**src/rtl/outpass4_arbiter.sv**
```systemverilog
// -----------------------------------------------------------------------------
// outpass4_arbiter
//
// Shares one 4-lane OutPass4 pad path among four requesters. Each requester
// offers one nibble per cycle. A round-robin arbiter picks an owner while the
// path is idle. The owner then streams a burst of nibbles onto the pads. After
// the burst, the path can insert an optional turnaround gap before the next
// arbitration.
//
// Parameters
//   MAX_BURST  : maximum transfers per grant (1..255)
//   IDLE_VALUE : value driven on pad_data when no nibble is presented
//   TURNAROUND : idle cycles inserted between bursts (0..15)
//
// Ports
//   clk       : single clock, all state changes on its rising edge
//   rst       : synchronous active-high reset
//   req_valid : bit n set when requester n holds a nibble
//   req_data  : nibble of requester n on bits [4n+3:4n]
//   req_last  : bit n marks requester n's nibble as the end of its burst
//   req_ready : one-hot or zero; bit n accepts requester n's nibble this cycle
//   grant     : registered one-hot owner of the pad path, zero when unowned
//   pad_data  : registered nibble driven onto OutPass4 inputs I0..I3
//   pad_valid : registered flag that pad_data carries an accepted nibble
//   busy      : high whenever the arbiter is not idle
// -----------------------------------------------------------------------------
module outpass4_arbiter #(
   parameter int unsigned MAX_BURST  = 8,
   parameter logic [3:0]  IDLE_VALUE = 4'h0,
   parameter int unsigned TURNAROUND = 1
) (
   input  logic        clk,
   input  logic        rst,
   input  logic [3:0]  req_valid,
   input  logic [15:0] req_data,
   input  logic [3:0]  req_last,
   output logic [3:0]  req_ready,
   output logic [3:0]  grant,
   output logic [3:0]  pad_data,
   output logic        pad_valid,
   output logic        busy
);

   typedef enum logic [1:0] {
      IDLE = 2'd0,
      XFER = 2'd1,
      GAP  = 2'd2
   } state_t;

   // The burst limit is compared in 9 bits, so a limit of 255 cannot wrap the
   // 8-bit counter before the comparison is made.
   localparam logic [8:0] MAX_BURST_W = 9'(MAX_BURST);
   localparam bit         HAS_GAP     = (TURNAROUND != 0);
   // The gap counter counts down to zero inclusive. Loading TURNAROUND-1
   // therefore gives exactly TURNAROUND cycles in GAP.
   localparam logic [3:0] GAP_LOAD    = HAS_GAP ? 4'(TURNAROUND - 1) : 4'd0;

   state_t      state;
   logic [1:0]  ptr;
   logic [7:0]  burst_cnt;
   logic [3:0]  gap_cnt;

   logic        win_found;
   logic [1:0]  win_idx;
   logic [1:0]  cand;

   logic        xfer_fire;
   logic [3:0]  cur_nibble;
   logic        cur_last;
   logic        count_full;
   logic        burst_end;

   // Round-robin winner search. The scan starts just above the previous owner
   // and wraps modulo 4, so the previous owner has the lowest priority. When
   // the offset is 4, it wraps to 0 and selects the previous owner itself.
   // That is the last choice considered.
   always_comb begin
      win_found = 1'b0;
      win_idx   = ptr;
      cand      = ptr;
      for (int i = 1; i <= 4; i++) begin
         cand = ptr + 2'(i);
         if (!win_found && req_valid[cand]) begin
            win_found = 1'b1;
            win_idx   = cand;
         end
      end
   end

   // Ready is the registered grant, gated by the transfer state. It does not
   // depend on this cycle's inputs. A requester that is not granted therefore
   // never sees ready.
   assign req_ready = (state == XFER) ? grant : 4'b0000;
   assign busy      = (state != IDLE);

   // While a burst is active, ptr holds the current owner. It was loaded with
   // the winner when the grant was issued.
   assign xfer_fire  = |(req_valid & req_ready);
   assign cur_nibble = req_data[{ptr, 2'b00} +: 4];
   assign cur_last   = req_last[ptr];
   assign count_full = (({1'b0, burst_cnt} + 9'd1) == MAX_BURST_W);

   // A burst ends in any of three cases:
   //   - the owner stalls, so no transfer happens this cycle;
   //   - the owner flags its last nibble;
   //   - the transfer reaches the burst limit.
   // The last flag and the limit can both hold on the same transfer. That
   // still ends the burst only once.
   assign burst_end = !xfer_fire || cur_last || count_full;

   // Main sequencer. The pad outputs default to the idle value every cycle.
   // A transfer then overrides them, so each registered pad cycle reflects
   // only the transfer from the previous cycle. A synchronous reset abandons
   // any burst in flight. A nibble presented during the reset cycle is
   // discarded.
   always_ff @(posedge clk) begin
      if (rst) begin
         state     <= IDLE;
         grant     <= 4'b0000;
         ptr       <= 2'd3;
         burst_cnt <= 8'd0;
         gap_cnt   <= 4'd0;
         pad_data  <= IDLE_VALUE;
         pad_valid <= 1'b0;
      end else begin
         pad_data  <= IDLE_VALUE;
         pad_valid <= 1'b0;
         case (state)
            IDLE: begin
               if (win_found) begin
                  grant     <= 4'b0001 << win_idx;
                  ptr       <= win_idx;
                  burst_cnt <= 8'd0;
                  state     <= XFER;
               end
            end
            XFER: begin
               if (xfer_fire) begin
                  pad_data  <= cur_nibble;
                  pad_valid <= 1'b1;
                  burst_cnt <= burst_cnt + 8'd1;
               end
               if (burst_end) begin
                  grant <= 4'b0000;
                  if (HAS_GAP) begin
                     state   <= GAP;
                     gap_cnt <= GAP_LOAD;
                  end else begin
                     state <= IDLE;
                  end
               end
            end
            GAP: begin
               if (gap_cnt == 4'd0) begin
                  state <= IDLE;
               end else begin
                  gap_cnt <= gap_cnt - 4'd1;
               end
            end
            default: begin
               state <= IDLE;
               grant <= 4'b0000;
            end
         endcase
      end
   end

endmodule

```
**config.mk**
```make
export PLATFORM = sky130hd
export DESIGN_NAME = outpass4_arbiter
export DESIGN_NICKNAME = d
export VERILOG_FILES = /design/src/rtl/outpass4_arbiter.sv
export SDC_FILE = /design/constraint.sdc
export NUM_CORES = 1
export LEC_CHECK = 0
export ABC_AREA = 1
export ABC_CLOCK_PERIOD_IN_PS = 2480
export BUFFER_PORTS_ARGS = -buffer_cell sky130_fd_sc_hd__buf_2
export CORE_UTILIZATION = 40
export CTS_BUF_LIST = sky130_fd_sc_hd__clkbuf_8
export CTS_CLUSTER_SIZE = 20
export DETAILED_ROUTE_END_ITERATION = 16
export GPL_TIMING_DRIVEN = 0
export PLACE_DENSITY = 0.61
export SLEW_MARGIN = 20
export SYNTH_ARGS = -nofsm -noshare
export SYNTH_HDL_FRONTEND = slang
export SYNTH_SLANG_ARGS = --single-unit
export TNS_END_PERCENT = 10
```
**constraint.sdc**
```tcl
create_clock -name clk -period 2.48 [get_ports clk]
set_clock_uncertainty 0.2 [all_clocks]
set_input_delay 0.248 -clock clk [delete_from_list [all_inputs] [get_ports clk]]
set_output_delay 0.248 -clock clk [all_outputs]
set_load 0.01 [all_outputs]
```
### Word-level counts from Yosys, hierarchy flattened

Index checks and enable logic that the tools add are counted.

| word-level totals | value |
|---|---|
| register bits after elaboration | 25 |
| bits in latches | 0 |
| input bits | 26 |
| output and inout port bits | 14 |
| ROM bits | 0 |
| bits in writable memories | 0 |
| word-level logic and storage cells | 85 |
| memories kept | 0 |

| cells by class | value |
|---|---|
| bitwise operators | 4 |
| reductions and logical operators | 22 |
| shift-type cells | 2 |
| multiplexer cells | 32 |
| multipliers | 0 |
| magnitude comparators | 4 |
| equal/unequal tests | 8 |
| divide/modulo/power cells | 0 |
| add/sub/neg operators | 6 |

Operators with widths:

| kind | number |
|---|---|
| $mux 4 | 4 |
| $mux 8 | 2 |
| $pmux 8 s2 | 1 |
| $shiftx 16x5->4 | 1 |
| $mux 2 | 7 |
| $lt 2x3->1 const B | 4 |
| $pmux 4 s3 | 1 |
| $reduce_and 3->1 | 4 |
| $bmux 1 s2 | 5 |
| $mux 1 | 10 |
| $ne 2x2->1 const B | 5 |
| $add 8x1->9 const B | 1 |
| $eq 9x4->1 const B | 1 |
| $add 8x1->8 const B | 1 |
| $pmux 4 s2 | 1 |
| $pmux 2 s3 | 1 |
| $reduce_bool 2->1 | 3 |
| $add 2x2->2 const B | 2 |
| $and 4x4->4 | 1 |
| $logic_not 1->1 | 4 |
| $logic_not 4->1 | 1 |
| $reduce_or 4->1 | 1 |
| $shl 1x2->4 const A | 1 |
| $sub 4x1->4 const B | 1 |
| other kinds (10) | 15 |

### Depth between registers and ports, before layout

Gate-level depths: netlist of the first run.

| depth | value |
|---|---|
| depth in word-level cells | 16 |
| mapped depth | 13 |
| gate-level depth less buffers | 12 |

### Least setup slack after synthesis of the first run

OpenSTA, ideal clock, no wires.

| path | value |
|---|---|
| kind | reg2reg |
| from | register ptr[0] |
| to | register burst_cnt[0] |
| cell stages (with the launch flop) | 13 |
| required time | 2.165 ns |
| path buffers | 1 |
| path slack | 0.756 ns |
| period minus slack after synthesis | 1.724 ns |
| arrival time | 1.409 ns |
| path through | dfxtp_1 -> buf_6 -> inv_4 -> nand2_1 -> nand2_1 -> inv_1 -> o21a_1 -> nand3_4 -> nand2_8 -> nand2_8 -> clkinv_8 -> a21oi_1 -> nor2_1 |

| between the ends | value |
|---|---|
| longest elaborated chain between the ends | 15 |

Ends and longest elaborated chain:

| what | RTL line | text |
|---|---|---|
| start: declaration | 59 | `logic [1:0] ptr;` |
| start signal: assignment | 132 | `ptr <= win_idx;` |
| $add 2x1->2 | 82 | `cand = ptr + 2'(i);` |
| $bmux 1 s2 | 83 | `if (!win_found && req_valid[cand]) begin` |
| $mux 1 (implied by the code) | 83 |  |
| $mux 1 | 83 |  |
| $logic_not 1->1 | 83 |  |
| $logic_and 1x1->1 | 83 |  |
| $mux 1 | 83 |  |
| $logic_not 1->1 | 83 |  |
| $logic_and 1x1->1 | 83 |  |
| $mux 1 | 83 |  |
| $logic_not 1->1 | 83 |  |
| $logic_and 1x1->1 | 83 |  |
| $mux 1 (*) | 83 |  |
| $ne 2x2->1 (no line) (*) | n/a |  |
| $reduce_and 3->1 (no line) (*) | n/a |  |
| end signal: assignment | 141 | `burst_cnt <= burst_cnt + 8'd1;` |
| end: declaration | 60 | `logic [7:0] burst_cnt;` |

Every way passes the cells marked *; elsewhere a longest branch is shown, timed or not. The select of a mux whose other input is x is not followed.
A chain may end at the register's enable or synchronous reset.

### Worst setup path in the final report of the first run

| path | value |
|---|---|
| from | register burst_cnt[1] |
| to | register grant[1] |

| between the ends | value |
|---|---|
| longest elaborated chain between the ends | 5 |

Ends and longest elaborated chain:

| what | RTL line | text |
|---|---|---|
| $add 8x1->9 | 101 | `assign count_full = (({1'b0, burst_cnt} + 9'd1) == MAX_BURST_W);` |
| $eq 9x4->1 | 101 |  |
| $logic_or 1x1->1 | 109 | `assign burst_end = !xfer_fire \|\| cur_last \|\| count_full;` |
| $ne 2x2->1 (no line) | n/a |  |
| $reduce_and 3->1 (no line) | n/a |  |
| end signal: assignment | 131 | `grant <= 4'b0001 << win_idx;` |
| end: declaration | 38 | `output logic [3:0] grant,` |

No other way between the ends.

==> results.md, run 1 <==
- Fin crit share: 0.801
- Sw Ratio: 0.523
- Slew @ Worst Pin: 0.521 ns
- Routability cong.: 0.810
- Post-synth EDFFs: 0
- Final Hold Vio Count: 0
- Clk slew on worst S/H paths: 0.09 ns
- Synthesized instance count: 256
- DR vias/cell: 4.93
- P_leak: 0.945 nW
- Core ar.: 0.00406 sq mm
- Hold Path Stages: 2
- Reg-to-reg endpoint: grant[1]$_SDFFE_PP0P_
- N_diodes: 0
- TritonCTS clock tree: yes
- Int Pwr: 1.15 mW
- R2r worst-path depth: 10
- Avg Synthesized Cell Area: 6.68 sq um
- Logic pwr share: 0.645
- Dpl ws: 0.523 ns
- Overflow after GRT: 0
- Clock power share: 0.097
- Relative slew slack: 0.649
- DIE HEIGHT: 67.4 microns
- Gr busiest metal: met2
- DP Wirelength: about 3000 microns
- Largest net degree at the start of global routing: 14
- Die area: approximately 0.0045 sq mm
- Root buffer cell: clkbuf_8
- Crit path capture type: flop
- Critical R2R Launch: burst_cnt[1]$_SDFFE_PP0P_
- PwrDens: 1200 mW/mm^2
- Seq cells post-synth: 25
- RSZ-0062 raised after global routing: false
- Most frequent cells in the layout: nand2_1, buf_2, inv_1
- Crit path max-delay family: simple AND/OR/NAND/NOR gates
- Deepest level of the CTS H-tree: 1
- Max rail drop VDD: 0.488 mV
- Flop-to-flop setup slack: roughly 0.49 ns
- Routing usage on met2: 0.314
- Critical Path Max Stage Delay: about 0.4 ns
- Startpoint Class: flop
- Total CTS buffers: 3
- Resized Gates After CTS: 0
- Top_reg_cell synth: dfxtp_1
- Total track usage: 0.192
- Pre-Repair DR Iteration Count: 4
- CP max-delay cell: dfxtp_1
- TNS Setup: 0 ns
- Setup violators final: 0
- Routed WL: 3860 microns
- CP arrival: 1.93 ns
- Post-synthesis net count: between 200 and 300
- Final hold slack: 0.0173 ns
- Hold buffers post-CTS: 0
- Final net count: 328
- ANT nets after route: 0
- Initial DRC Count: a little under 100
- Post-synth ARST share: 0
- Initial antenna violation count: 0
- Die W: 67.4 microns
- CP Cell Sequence: ha_1 -> nand2_1 -> o21ai_0 -> nand2_1 -> nor2_1 -> nand3_1 -> nand2_2 -> nand3_2 -> nand2_1 -> a21oi_1
- CP required: 2.42 ns
- Hold EP: grant[0]$_SDFFE_PP0P_
- Min Tclk post-route: 1.99 ns
- Slew Viols, Final: 0
- Cell area after synthesis: 0.00171 sq mm
- First-pass GRT wire length: 6710 microns
- Util after Layout: 0.496
- Rows: 23
- Input/output buffers: 39
- Max_cap viols: 0
- Number of global-route vias before repair: 1,551
- Io pins: 40
- Most used cell, CP: nand2_1
- Global Route met1 Usage: 0.253
- Sw power: 1.26 mW
- Met3 global-route usage: 0.0405
- Part of the Yosys area used for sequential elements: 0.293
- CTS Buffer Depth: 2
- Average wire per standard cell: 11.1 microns
- Worst Path Buf+Inv: 0
- Initial Util: 0.422
- Worst hold path class: in2reg
- Layout overhead on the synthesized area: 17.7%
- Vias after detailed routing: 1,720
- Yosys cell types: 33
- Final routed DRC violation total: 0
- Fmax: 0.503 GHz
- Commonest non-fill, non-tap cell in the layout: nand2_1
- Share of cells above drive strength 1: 0.254
- Seq pwr share: 0.258
- Synth warnings: 0
- Final worst setup slack: 0.493 ns
- Final-layout fill cell count: 438
- Post-CTS setup buffers: 0
- Skew-Pair Late Insertion Delay: 0.27 ns
- Status: completed
- TritonCTS sink count: 25
- Crit Path Category: reg2reg
- CP max FO: 7
- Hold Path Origin: rst
[worst max-delay path by stage]
stage	startpoint	end	slack, ns	cells after the start
2_1_floorplan	ptr[0]$_SDFFE_PP1P_	burst_cnt[0]$_SDFFE_PP0P_	0.76	12
3_3_place_gp	ptr[0]$_SDFFE_PP1P_	burst_cnt[7]$_SDFFE_PP0P_	0.51	10
3_5_place_dp	state[0]$_SDFFE_PP0P_	grant[1]$_SDFFE_PP0P_	0.52	12
4_1_cts	ptr[0]$_SDFFE_PP1P_	burst_cnt[7]$_SDFFE_PP0P_	0.49	10
5_1_grt	state[0]$_SDFFE_PP0P_	gap_cnt[0]$_SDFFE_PP0P_	0.27	12
6_report	burst_cnt[1]$_SDFFE_PP0P_	grant[1]$_SDFFE_PP0P_	0.49	10
[worst register-to-register path, delay by kind of cell, from the launching register on]
family	cells	cell delay, ns
AO/OA/AOI/OAI	2	0.24
AND/OR/NAND/NOR	7	0.76
flip-flops	1	0.41
adder cells (fa/ha/maj)	1	0.23
[Yosys cell counts (3+ instances only)]
master / instances / area [sq um]
a22oi_1: 4 / 30.0
a31oi_1: 5 / 31.3
inv_2: 3 / 11.3
nand2_1: 67 / 251
nand2_4: 6 / 67.6
nand3_1: 24 / 120
nand2_2: 9 / 56.3
o21ai_1: 8 / 40.0
dfxtp_1: 25 / 500
inv_1: 25 / 93.8
nand4_1: 4 / 25.0
a21oi_1: 21 / 105
o21ai_0: 6 / 30.0
nor2_2: 3 / 18.8
nor2_1: 24 / 90.1
[registers in the layout (all words and copies together) (netlist names)]
name,flops
state,2
grant,4
burst_cnt,8
gap_cnt,4
ptr,2
pad_valid,1
pad_data,4
[cell type report]
type / count / area, sq um / area share
Multi-Input combinational cell: 199 / 1070 / 0.530
Sequential cell: 25 / 500 / 0.249
Timing Repair Buffer: 39 / 195 / 0.0970
Inverter: 30 / 128 / 0.0634
Tap cell: 50 / 62.6 / 0.0311
Clock buffer: 3 / 41.3 / 0.0205
Buffer: 2 / 15.0 / 0.00746
Clock inverter: 1 / 3.75 / 0.00186
[layer usage]
layer / up-vias / part of all wire
met5: - / 0
met4: 0 / 0.0093
met3: 5 / 0.039
met2: 39 / 0.43
met1: 748 / 0.52
li1: 928 / -
[power by group through the flow]
stage	Sequential, mW	Combinational (mW)	Clock [mW]
after floorplan	0.620	1.24	0
after global placement	0.629	1.55	0
after detailed placement	0.631	1.56	0
after CTS	0.621	1.56	0.249
after global routing	0.639	1.77	0.267
final	0.621	1.56	0.234
[cells by family (layout without fill, tap and decap cells)]
logic type,count (synthesis),count (layout),share of synthesized area
AO/OA/AOI/OAI,48,48,0.157
adder cells (fa/ha/maj),2,2,0.0146
buffers and inverters,32,75,0.0834
flip-flops,25,25,0.293
AND/OR/NAND/NOR,149,149,0.452
[metrics by stage]
stage	cells	power [mW]	cell area [sq um]
after floorplan	256	1.86	1710
after global placement	345	2.18	1970
after detailed placement	345	2.19	1970
after CTS	349	2.43	2010
after global routing	349	2.67	2010
final	349	2.41	2010
(Power assumes the default switching activity.)
==> inputs of run 2 (changes only) <==
--- a/config.mk
+++ b/config.mk
@@ -6,14 +6,14 @@
 export NUM_CORES = 1
 export LEC_CHECK = 0
 export ABC_AREA = 1
-export ABC_CLOCK_PERIOD_IN_PS = 2480
+export ABC_CLOCK_PERIOD_IN_PS = 1800
 export BUFFER_PORTS_ARGS = -buffer_cell sky130_fd_sc_hd__buf_2
 export CORE_UTILIZATION = 40
 export CTS_BUF_LIST = sky130_fd_sc_hd__clkbuf_8
 export CTS_CLUSTER_SIZE = 20
 export DETAILED_ROUTE_END_ITERATION = 16
 export GPL_TIMING_DRIVEN = 0
-export PLACE_DENSITY = 0.61
+export PLACE_DENSITY = 0.64
 export SLEW_MARGIN = 20
 export SYNTH_ARGS = -nofsm -noshare
 export SYNTH_HDL_FRONTEND = slang
==> constraint.sdc (replaced) <==
create_clock -name clk -period 1.8 [get_ports clk]
set_clock_uncertainty 0.2 [all_clocks]
set_input_delay 0.18 -clock clk [delete_from_list [all_inputs] [get_ports clk]]
set_output_delay 0.18 -clock clk [all_outputs]
set_load 0.01 [all_outputs]
==> run 2 against run 1 <==
  * Count of clock-buffer cells in the layout is the same
  * Cell area up 16%
  * Hold slack better by 0.0023 ns
  * Highest routed layer unchanged
  * Critical path type unchanged
  * Largest power group unchanged
==> results.md, run 2 (synthesized netlist as in run 1, its figures left out) <==
- Total track usage: 0.195 (was 0.192)
- Final hold slack: 0.0196 ns (was 0.0173 ns)
- Vias after detailed routing: 1,862 (was 1,720)
- Pre-Repair DR Iteration Count: 4 (unchanged)
- First-pass GRT wire length: 6750 microns (was 6710 microns)
- Final routed DRC violation total: 0 (unchanged)
- Layout overhead on the synthesized area: 37.1% (was 17.7%)
- CP required: 1.80 ns (was 2.42 ns)
- PwrDens: 1640 mW/mm^2 (was 1200 mW/mm^2)
- P_leak: 1.06 nW (was 0.945 nW)
- DR vias/cell: 5.06 (was 4.93)
- CP Cell Sequence: inv_8 -> nand2_2 -> nand2_4 -> nand2_4 -> nand2_4 -> nor2_8 -> nand3_4 -> nand2_8 -> nand2_8 -> clkinv_8 -> nand2_4 -> a21oi_2 (was ha_1 -> nand2_1 -> o21ai_0 -> nand2_1 -> nor2_1 -> nand3_1 -> nand2_2 -> nand3_2 -> nand2_1 -> a21oi_1)
- Clk slew on worst S/H paths: 0.08 ns (was 0.09 ns)
- Initial DRC Count: 100 (was 99)
- Max FFs per register: 8 (unchanged)
- Worst Path Buf+Inv: 2 (was 0)
- Share of cells above drive strength 1: 0.377 (was 0.254)
- Crit Path Category: reg2reg (unchanged)
- Crit path capture type: flop (unchanged)
- Skew-Pair Late Insertion Delay: 0.26 ns (was 0.27 ns)
- Input/output buffers: 39 (unchanged)
- Final worst setup slack: 0.0222 ns (was 0.493 ns)
- Slew @ Worst Pin: 0.503 ns (was 0.521 ns)
- Initial Util: 0.422 (unchanged)
- N_diodes: 0 (unchanged)
- Max_cap viols: 0 (unchanged)
- RSZ-0062 raised after global routing: true (was false)
- Relative slew slack: 0.665 (was 0.649)
- Average wire per standard cell: 11.5 microns (was 11.1 microns)
- Fin crit share: 0.988 (was 0.801)
- Largest net degree at the start of global routing: 14 (unchanged)
- Startpoint Class: flop (unchanged)
- Min Tclk post-route: 1.78 ns (was 1.99 ns)
- TritonCTS sink count: 25 (unchanged)
- Final Hold Vio Count: 0 (unchanged)
- Most frequent cells in the layout: nand2_1, buf_2, inv_1 (unchanged)
- Dpl ws: -0.174 ns (was 0.523 ns)
- Final net count: 347 (was 328)
- Routability cong.: 0.820 (was 0.810)
- Deepest level of the CTS H-tree: 1 (unchanged)
- Most used cell, CP: nand2_4 (was nand2_1)
- Commonest non-fill, non-tap cell in the layout: nand2_1 (unchanged)
- Total CTS buffers: 3 (unchanged)
- Worst hold path class: in2reg (unchanged)
- Rows: 23 (unchanged)
- Root buffer cell: clkbuf_8 (unchanged)
- Critical Path Max Stage Delay: 0.44 ns (was 0.41 ns)
- Die area: 0.00454 sq mm (unchanged)
- DIE HEIGHT: 67.4 microns (unchanged)
- CP max FO: 8 (was 7)
- TritonCTS clock tree: yes (unchanged)
- CP arrival: 1.78 ns (was 1.93 ns)
- Final Instance Area: 0.00234 sq mm (was 0.00201 sq mm)
- CP max-delay cell: dfxtp_4 (was dfxtp_1)
- Routed WL: 4250 microns (was 3860 microns)
- Multi-input logic area: 0.00121 sq mm (was 0.00107 sq mm)
- CTS Buffer Depth: 2 (unchanged)
- DP Wirelength: 3010 microns (was 3000 microns)
- TNS Setup: 0 ns (unchanged)
- Number of global-route vias before repair: 1,566 (was 1,551)
- Max rail drop VDD: 0.803 mV (was 0.488 mV)
- Setup violators final: 0 (unchanged)
- Status: completed (unchanged)
- Slew Viols, Final: 0 (unchanged)
- Initial antenna violation count: 0 (unchanged)
- Overflow after GRT: 0 (unchanged)
- Reg area: 519 sq um (was 500 sq um)
- ANT nets after route: 0 (unchanged)
- Die W: 67.4 microns (unchanged)
- Io pins: 40 (unchanged)
- Largest register by flop count: burst_cnt (unchanged)
- Core ar.: 0.00406 sq mm (unchanged)
- Final-layout fill cell count: 387 (was 438)
- Total chip power: 3.85 mW (was 2.41 mW)
- Post-DP Area: 0.00197 sq mm (unchanged)
- Crit path max-delay family: simple AND/OR/NAND/NOR gates (unchanged)
- Fmax: 0.562 GHz (was 0.503 GHz)
run 2: cell types whose count changed in the layout (fill, tap and decap cells not counted), moves of 4 or more:
cell,before,now
dlygate4sd3_1,0,10
dfxtp_1,25,18
nand2_2,9,14
nand2_1,67,59
dfxtp_4,0,4
buf_4,0,7
nand2_4,6,10
o21ai_2,1,6
a21oi_1,21,12
a21oi_2,1,10
run 2: worst register-to-register path: stages (launching register included):
cell,delay (ns)
dfxtp_4,0.44
inv_8,0.06
nand2_2,0.08
nand2_4,0.08
nand2_4,0.09
nand2_4,0.07
nor2_8,0.14
nand3_4,0.11
nand2_8,0.12
nand2_8,0.09
clkinv_8,0.08
nand2_4,0.04
a21oi_2,0.12
run 2: per-stage QoR:
step | utilization | instances
3_3_place_gp | 0.485 | 345
6_report | 0.578 | 368
4_1_cts | 0.549 | 366
5_1_grt | 0.578 | 368
2_1_floorplan | - | 256
3_5_place_dp | 0.485 | 345
run 2: per-layer routing:
layer / up-vias / global-route usage / part of all wire
met5: - / 0 / 0
met4: 0 / 0.0399 / 0.0068
met2: 43 / 0.320 / 0.47
met1: 843 / 0.260 / 0.48
li1: 974 / - / -
met3: 2 / 0.0456 / 0.042
run 2: path summary, 6_finish.rpt:
kind | start | to | slack, ns | cells after the start
worst max register to register | ptr[0]$_SDFFE_PP1P_ | burst_cnt[6]$_SDFFE_PP0P_ | 0.02 | 12
worst min-delay path | req_data[1] | pad_data[1]$_SDFF_PP0_ | 0.02 | 3
worst min register to register | gap_cnt[1]$_SDFFE_PP0P_ | gap_cnt[1]$_SDFFE_PP0P_ | 0.27 | 2
worst max-delay path | ptr[0]$_SDFFE_PP1P_ | burst_cnt[6]$_SDFFE_PP0P_ | 0.02 | 12
run 2: cell type report:
type	instances	area share
repair buffers	58	0.158
inverters	30	0.0587
flip-flops and latches	25	0.221
well taps	50	0.0267
plain buffers	1	0.00160
multi-input cells	200	0.514
clock buffers	3	0.0176
clock inverters	1	0.00160
run 2: power breakdown:
part,total (mW),internal [mW],switching (mW)
sequential,0.922,0.730,0.193
clock,0.320,0.152,0.168
combinational,2.61,0.978,1.63
run 2: what timing repair did:
item | in CTS | in global routing
pin swaps | 8 | 15
hold endpoints to repair | 6 | 0
gates resized for setup | 24 | 30
cloned | 1 | 0
setup buffers | 7 | 2
hold buffers | 10 | 0
endpoints found under the setup margin | 22 | 23
